<file path="src/rtl/fpu_mul_pkg.sv">
// Shared types and constants for the FPU sequential multiplier.
// Used by seq_multiplier and mul_add_shift_step (signed mode via FPU_MUL_SIGNED_EN).
package fpu_mul_pkg;

    typedef enum logic [1:0] {
        IDLE = 2'd0,
        RUN  = 2'd1,
        DONE = 2'd2
    } mul_state_t;

    localparam int MUL_WIDTH = 30;

    // Counter must hold the value WIDTH itself, hence WIDTH+1 codes.
    function automatic int cnt_width(input int width);
        return $clog2(width + 1);
    endfunction

endpackage

</file>
<file path="src/rtl/mul_add_shift_step.sv">
// One combinational shift-add iteration of the sequential multiplier.
// FPU_MUL_SIGNED_EN selects radix-2 Booth recoding with an arithmetic shift.
module mul_add_shift_step
    import fpu_mul_pkg::*;
#(
    parameter int WIDTH = MUL_WIDTH
) (
    input  logic [WIDTH:0]   acc,
    input  logic [WIDTH-1:0] mlr,
    input  logic [WIDTH-1:0] mcand,
`ifdef FPU_MUL_SIGNED_EN
    input  logic             prev,
`endif
    output logic [WIDTH:0]   acc_next,
    output logic [WIDTH-1:0] mlr_next
);

    logic [WIDTH:0] mcand_ext;
    logic [WIDTH:0] sum;

`ifdef FPU_MUL_SIGNED_EN
    // Booth pair {mlr[0], prev}: 01 adds, 10 subtracts, 00/11 leave acc alone.
    always_comb begin
        mcand_ext = {mcand[WIDTH-1], mcand};
        sum       = acc;
        case ({mlr[0], prev})
            2'b01:   sum = acc + mcand_ext;
            2'b10:   sum = acc - mcand_ext;
            default: sum = acc;
        endcase
        acc_next = {sum[WIDTH], sum[WIDTH:1]};
        mlr_next = {sum[0], mlr[WIDTH-1:1]};
    end
`else
    always_comb begin
        mcand_ext = {1'b0, mcand};
        sum       = mlr[0] ? (acc + mcand_ext) : acc;
        acc_next  = {1'b0, sum[WIDTH:1]};
        mlr_next  = {sum[0], mlr[WIDTH-1:1]};
    end
`endif

endmodule

</file>
<file path="src/rtl/seq_multiplier.sv">
// Radix-2 sequential multiplier: WIDTH iterations per product, start/busy/done handshake.
// Define FPU_MUL_SIGNED_EN for two's-complement (Booth) operands; default is unsigned.
module seq_multiplier
    import fpu_mul_pkg::*;
#(
    parameter int WIDTH = MUL_WIDTH
) (
    input  logic               clk,
    input  logic               rst,
    input  logic               start,
    input  logic [WIDTH-1:0]   A,
    input  logic [WIDTH-1:0]   B,
    output logic [2*WIDTH-1:0] P,
    output logic               busy,
    output logic               done
);

    localparam int CNT_W = cnt_width(WIDTH);

    mul_state_t       state;
    mul_state_t       state_next;
    logic [WIDTH-1:0] mcand;
    logic [WIDTH:0]   acc;
    logic [WIDTH-1:0] mlr;
    logic [CNT_W-1:0] counter;
    logic [WIDTH:0]   acc_next;
    logic [WIDTH-1:0] mlr_next;
    logic             accept;
    logic             last_iter;

    assign accept    = start && (state == IDLE || state == DONE);
    assign last_iter = (state == RUN) && (counter == CNT_W'(1));

`ifdef FPU_MUL_SIGNED_EN
    logic prev;

    always_ff @(posedge clk or posedge rst) begin
        if (rst) begin
            prev <= 1'b0;
        end else if (accept) begin
            prev <= 1'b0;
        end else if (state == RUN) begin
            prev <= mlr[0];
        end
    end

    mul_add_shift_step #(.WIDTH(WIDTH)) u_step (
        .acc      (acc),
        .mlr      (mlr),
        .mcand    (mcand),
        .prev     (prev),
        .acc_next (acc_next),
        .mlr_next (mlr_next)
    );
`else
    mul_add_shift_step #(.WIDTH(WIDTH)) u_step (
        .acc      (acc),
        .mlr      (mlr),
        .mcand    (mcand),
        .acc_next (acc_next),
        .mlr_next (mlr_next)
    );
`endif

    always_ff @(posedge clk or posedge rst) begin
        if (rst) begin
            state <= IDLE;
        end else begin
            state <= state_next;
        end
    end

    always_comb begin
        state_next = state;
        case (state)
            IDLE:    if (start) state_next = RUN;
            RUN:     if (last_iter) state_next = DONE;
            DONE:    state_next = start ? RUN : IDLE;
            default: state_next = IDLE;
        endcase
    end

    always_comb begin
        busy = (state == RUN);
        done = (state == DONE);
    end

    // P is written only on the final iteration so it holds through DONE and IDLE.
    always_ff @(posedge clk or posedge rst) begin
        if (rst) begin
            mcand   <= '0;
            acc     <= '0;
            mlr     <= '0;
            counter <= '0;
            P       <= '0;
        end else if (accept) begin
            mcand   <= A;
            acc     <= '0;
            mlr     <= B;
            counter <= CNT_W'(WIDTH);
        end else if (state == RUN) begin
            acc     <= acc_next;
            mlr     <= mlr_next;
            counter <= counter - CNT_W'(1);
            if (last_iter) begin
                P <= {acc_next[WIDTH-1:0], mlr_next};
            end
        end
    end

endmodule

</file>
<file path="config.mk">
export PLATFORM = sky130hd
export DESIGN_NAME = seq_multiplier
export DESIGN_NICKNAME = d
export VERILOG_FILES = /design/src/rtl/fpu_mul_pkg.sv /design/src/rtl/mul_add_shift_step.sv /design/src/rtl/seq_multiplier.sv
export SDC_FILE = /design/constraint.sdc
export NUM_CORES = 1
export LEC_CHECK = 0
export CORE_MARGIN = 5
export CORE_UTILIZATION = 60
export CTS_BUF_LIST = sky130_fd_sc_hd__clkbuf_2
export CTS_CLUSTER_DIAMETER = 200
export CTS_CLUSTER_SIZE = 12
export DETAILED_ROUTE_END_ITERATION = 10
export PLACE_DENSITY = 0.88
export SETUP_SLACK_MARGIN = 0.02
export SYNTH_ARGS = -nofsm -noshare
export SYNTH_HDL_FRONTEND = slang
export SYNTH_SLANG_ARGS = --single-unit
</file>
<file path="constraint.sdc">
create_clock -name clk -period 14.8 [get_ports clk]
set_clock_uncertainty 0.15 [all_clocks]
set_input_delay 2.22 -clock clk [delete_from_list [all_inputs] [get_ports clk]]
set_output_delay 2.22 -clock clk [all_outputs]
set_load 0.005 [all_outputs]
</file>
==> metrics.yaml, run 1 <==
clk_latency_ns: 0.75
cts_setup_buffers: 0
track_usage: 0.253
min_period_over_period: 0.313
ant_nets: 0
drt-pass1-iter-count: 5
async_flop_share: 1.00
hold_path_class: "flip-flop to flip-flop"
dp.cells: 1139
setup_viol: 0
gr-total-overflow: 0
clkTransAtPathRegs_ns: 0.23
cp.arrival_ns: 2.27
p_leak_nw: 4.47
die_h_um: 125
fin_setup_tns_ns: 0
viasPerCell: 5.64
clock.fmax_ghz: 0.216
clockBufferDepth: 2
place_area_um2: 9290
cts.sinks: 157
synth-seq-area-share: 0.495
rsz0062_at_grt: "false"
required_ns: 12.43
grt_pass1_vias: 6854
rows: 42
slew_violations: 0
startpoint_type: "flip-flop"
dp_hpwl_mm: 13.0
pin_count: 125
drive_above_1_share: 0.0734
power_density_nw_per_um2: 244
avgSynthCellArea_um2: 9.05
finish.utilization: 0.727
worstSetupEndpointType: "output pin"
wl_per_cell_um: 16.4
synth_area_um2: 7930
drt_iter0_markers: 564
cts_htree_levels: 4
grt_pass1_wl_mm: 32.8
core_region_area_um2: 13100
ys_types: 66
post-place-ws_ns: 10.21
hold_viol_final: 0
synth.ff_latch_count: 157
layout_setup_ws_ns: 10.16
area_growth_pct: 19.9
antenna_found_initial: 1
cts_buffers: 17
criticalPathCategory: "flip-flop to output pin"
yosys_most_used_dff: "dfrtp_1"
syn_inst: 877
ys_warn_count: 0
max-vdd-ir-drop_mv: 0.117
layoutNonFillerInstCount: 1171
slew_headroom: 0.385
period_minus_slack_ns: 4.64
route.detailed.drc: 0
synth_edf_count: 0
gp_congestion: 0.900
final_cell_area_um2: 9510
die-area_um2: 15600
wirelength_mm: 19.2
grt_start_max_net_pins: 85
syn_nets: 973
start_util: 0.606
postCtsHoldBufs: 0
io_buffers: 124
drv_cap: 0
cts-root-buf: "clkbuf_2"
vias: 6609
status: "finished clean"
cts_tree: "yes"
critPathMaxFanout: 34
worstMarginPinSlew_ns: 0.922
nets: 1078
post_cts_resized: 0
die_width_um: 125
[cells in the mapped netlist, types with 4 or more instances]
master    instances  area [um2]
o21ai_2           4        35.0
nand4_1           7        43.8
buf_1             8        30.0
nor3_1            7        35.0
dfrtp_1         157        3930
nand3_1          10        50.1
inv_1            10        37.5
o21ai_0          54         270
buf_2             4        20.0
nor2_1           25        93.8
a21o_1           14         105
a31oi_1           8        50.1
o21ai_1          12        60.1
xnor2_1          14         123
o21a_1            5        37.5
a21oi_1          38         190
nand2_1         309        1160
nand2b_1          7        43.8
mux2i_1          18         180
a22oi_1          31         233
clkbuf_1         32         120
ha_1             32         400
xor2_1           13         114
[logic make-up after synthesis]
kind of cell,after synthesis,synth area share
AOI/OAI and AO/OA,196,0.163
buffers and inverters,56,0.0276
adders and majority gates,33,0.0530
and+or+nand+nor,385,0.200
DFF,157,0.495
xor gates and xnor gates,27,0.0298
muxes,23,0.0308
[power breakdown]
part	internal (mW)	switching (mW)
Sequential	0.642	0.152
Clock	0.0629	0.164
Combinational	0.590	0.710
[routing by layer]
metal	part of all wire	up-vias	GRT usage
li1	-	3193	-
met1	0.45	3171	0.342
met2	0.48	214	0.413
met3	0.055	31	0.0533
met4	0.020	0	0.0823
met5	0	-	0
[sequential cells by signal (all words and copies together), names as in the netlist]
| name | cells |
|---|---|
| P | 60 |
| counter | 5 |
| state | 2 |
| mcand | 30 |
| acc | 30 |
| mlr | 30 |
[layout by cell type, fill, tap and decap left out, types with 3 or more instances in the layout]
master           count
nand2_1            308
dfrtp_1            157
clkdlybuf4s50_1    124
o21ai_0             54
a21oi_1             38
ha_1                32
a22oi_1             31
nor2_1              24
mux2i_1             18
clkbuf_2            17
a21o_1              14
xnor2_1             14
xor2_1              13
o21ai_1             12
nand3_1             10
inv_1                9
a31oi_1              8
inv_6                7
nor3_1               7
nand4_1              7
buf_4                7
nand2b_1             6
o21a_1               5
o21ai_2              4
mux2_2               3
o211ai_2             3
a22o_1               3
clkinvlp_4           3
[layout make-up]
| cell class | instances | area, um2 |
|---|---|---|
| flip-flops and latches | 157 | 3930 |
| multi-input cells | 664 | 3800 |
| fillers | 981 | 3570 |
| repair buffers | 131 | 1290 |
| well taps | 176 | 220 |
| clock inverters | 14 | 133 |
| clock buffers | 17 | 85.1 |
| inverters | 11 | 46.3 |
| diodes | 1 | 2.50 |
[through the flow]
step	power, mW	hold slack, ns
after global placement	2.05	0.310
after detailed placement	2.09	0.311
after floorplan	1.66	0.302
after CTS	2.32	0.362
final	2.32	0.360
after global routing	2.52	0.392
[path summary, 6_finish.rpt]
check	start	to	slack, ns	cells past startpoint
worst min register to register	P[27]	P[27]	0.36	2
worst max-delay path	state[0]	busy	10.16	4
worst max register to register	acc[0]	P[57]	11.70	12
min in group asynchronous	rst	P[8]	1.80	2
max in group asynchronous	rst	P[26]	11.32	3
worst min-delay path	P[27]	P[27]	0.36	2
[critical path: stages, from the launching register on]
cell,delay (ns)
dfrtp_1,0.49
nand2b_1,0.10
buf_4,0.34
inv_1,0.10
clkdlybuf4s50_1,0.49
Power figures use the tool's default switching activity.
==> run 2, diff against run 1 <==
--- a/config.mk
+++ b/config.mk
@@ -6,12 +6,12 @@
 export NUM_CORES = 1
 export LEC_CHECK = 0
 export CORE_MARGIN = 5
-export CORE_UTILIZATION = 60
+export CORE_UTILIZATION = 51
 export CTS_BUF_LIST = sky130_fd_sc_hd__clkbuf_2
 export CTS_CLUSTER_DIAMETER = 200
 export CTS_CLUSTER_SIZE = 12
 export DETAILED_ROUTE_END_ITERATION = 10
-export PLACE_DENSITY = 0.88
+export PLACE_DENSITY = 0.79
 export SETUP_SLACK_MARGIN = 0.02
 export SYNTH_ARGS = -nofsm -noshare
 export SYNTH_HDL_FRONTEND = slang
==> constraint.sdc (replaced) <==
create_clock -name clk -period 3.8 [get_ports clk]
set_clock_uncertainty 0.15 [all_clocks]
set_input_delay 0.57 -clock clk [delete_from_list [all_inputs] [get_ports clk]]
set_output_delay 0.57 -clock clk [all_outputs]
set_load 0.005 [all_outputs]
==> run 2 against run 1 <==
- die area grew 16%
- clock-buffer cell count grew 1
- utilization down 9.8 points
- critical endpoint unchanged
- highest routed layer unchanged
- critical path depth is 1 lower
- final cell count grew 1.2%
- combinational power grew to 3.9 times the previous value
- largest power group unchanged
==> metrics.yaml, run 2 (same netlist as run 1, synthesis figures left out) <==
setup_viol: 0
io_buffers: 124
period_minus_slack_ns: 3.36
rsz0062_at_grt: "false"
layoutNonFillerInstCount: 1185
gr-total-overflow: 0
dp_hpwl_mm: 13.0
fillCellCount: 1302
ant_nets: 0
start_util: 0.522
worstMarginPinSlew_ns: 0.895
core_region_area_um2: 15200
startpoint_type: "flip-flop"
drv_cap: 0
min_period_over_period: 0.885
clkTransAtPathRegs_ns: 0.24
regToRegSetupSlack_ns: 0.84
clockBufferDepth: 2
top_register: "P"
cts.sinks: 157
crit_path_top_delay_cell: "inv_1"
drt_iter0_markers: 441
wl_per_cell_um: 16.3
worstSetupEndpointType: "output pin"
fin_setup_tns_ns: 0
dp.cells: 1152
vias: 6527
grt_pass1_vias: 6440
status: "finished clean"
power_density_nw_per_um2: 947
rows: 45
largest_reg_flops: 60
slew_violations: 0
cts_tree: "yes"
route.detailed.drc: 0
p_leak_nw: 4.48
criticalPathCategory: "flip-flop to output pin"
cp.arrival_ns: 2.64
holdCritStartpoint: "A[7]"
min_to: "mcand[7]"
wirelength_mm: 19.3
cts_htree_levels: 4
cts_buffers: 17
worstReg2RegEnd: "P[57]"
hold_path_class: "primary input to flip-flop"
final_cell_area_um2: 9560
max-vdd-ir-drop_mv: 0.465
die-area_um2: 18100
grt_pass1_wl_mm: 32.1
area_growth_pct: 20.6
die_h_um: 135
postCtsHoldBufs: 0
slew_headroom: 0.403
place_area_um2: 9340
path_cells: "nand2b_1 -> inv_1 -> clkdlybuf4s50_1"
nets: 1079
max_stage_delay_ns: 0.66
viasPerCell: 5.51
hold_viol_final: 0
antenna_found_initial: 0
clk_latency_ns: 0.74
critPathMaxFanout: 22
final_cell_mix: "308 x nand2_1, 157 x dfrtp_1, 124 x clkdlybuf4s50_1, 54 x o21ai_0, 38 x a21oi_1"
track_usage: 0.218
drive_above_1_share: 0.0733
cts-root-buf: "clkbuf_2"
pin_count: 125
crit_buf_inv: 2
grt_start_max_net_pins: 158
die_width_um: 135
required_ns: 3.08
drt-pass1-iter-count: 5
clock.fmax_ghz: 0.297
post_cts_resized: 0
cts_setup_buffers: 0
crit_family: "buffers and inverters"
gp_congestion: 0.920
hold_depth: 3
r2r-start: "acc[0]"
worst_r2r_path_depth: 12
final_common_cell: "nand2_1"
run 2: area by class of cell:
type                    count  area, um2  share of cell area
flip-flops and latches    157       3930               0.411
clock buffers              18       90.1             0.00942
diodes                      1       2.50            0.000262
repair buffers            132       1330               0.139
clock inverters            14        134              0.0140
inverters                  11       45.0             0.00471
multi-input cells         664       3800               0.398
well taps                 188        235              0.0246
run 2: per-stage QoR:
step	utilization	total power [mW]	setup WS, ns	hold WS, ns
2_1_floorplan	-	6.48	1.06	0.302
3_3_place_gp	0.614	8.04	0.921	0.310
3_5_place_dp	0.614	8.18	0.870	0.312
4_1_cts	0.629	9.10	0.387	0.108
5_1_grt	0.629	9.84	0.302	0.0985
6_report	0.629	9.06	0.438	0.165
run 2: how the worst max path moves through the flow:
stage	startpoint	to	slack [ns]	depth (start not counted)
after floorplan	acc[0]	P[57]	1.06	12
after global placement	acc[0]	P[57]	0.92	12
after detailed placement	acc[0]	P[57]	0.87	12
after CTS	state[1]	busy	0.39	3
after global routing	state[0]	busy	0.30	3
final	state[1]	busy	0.44	3
run 2: layer usage:
| layer | routed length, um | vias to the layer above | global-route usage | part of all wire |
|---|---|---|---|---|
| li1 | - | 3207 | - | - |
| met1 | 9020 | 3142 | 0.302 | 0.47 |
| met2 | 9080 | 160 | 0.349 | 0.47 |
| met3 | 1010 | 18 | 0.0570 | 0.052 |
| met4 | 193 | 0 | 0.0492 | 0.010 |
| met5 | 0 | - | 0 | 0 |
run 2: worst reg2reg max path: stages (launching register included):
cell	delay, ns
dfrtp_1	0.42
ha_1	0.17
inv_1	0.05
fa_1	0.40
nand2b_1	0.22
a21oi_4	0.20
o211ai_2	0.13
a31oi_4	0.25
nand4_4	0.14
o21ai_2	0.15
xor2_1	0.08
mux2_4	0.27
mux2_4	0.25
run 2: where the power goes:
part,switching [mW],internal (mW),total (mW)
Combinational,2.77,2.31,5.08
Sequential,0.586,2.50,3.09
Clock,0.639,0.253,0.892
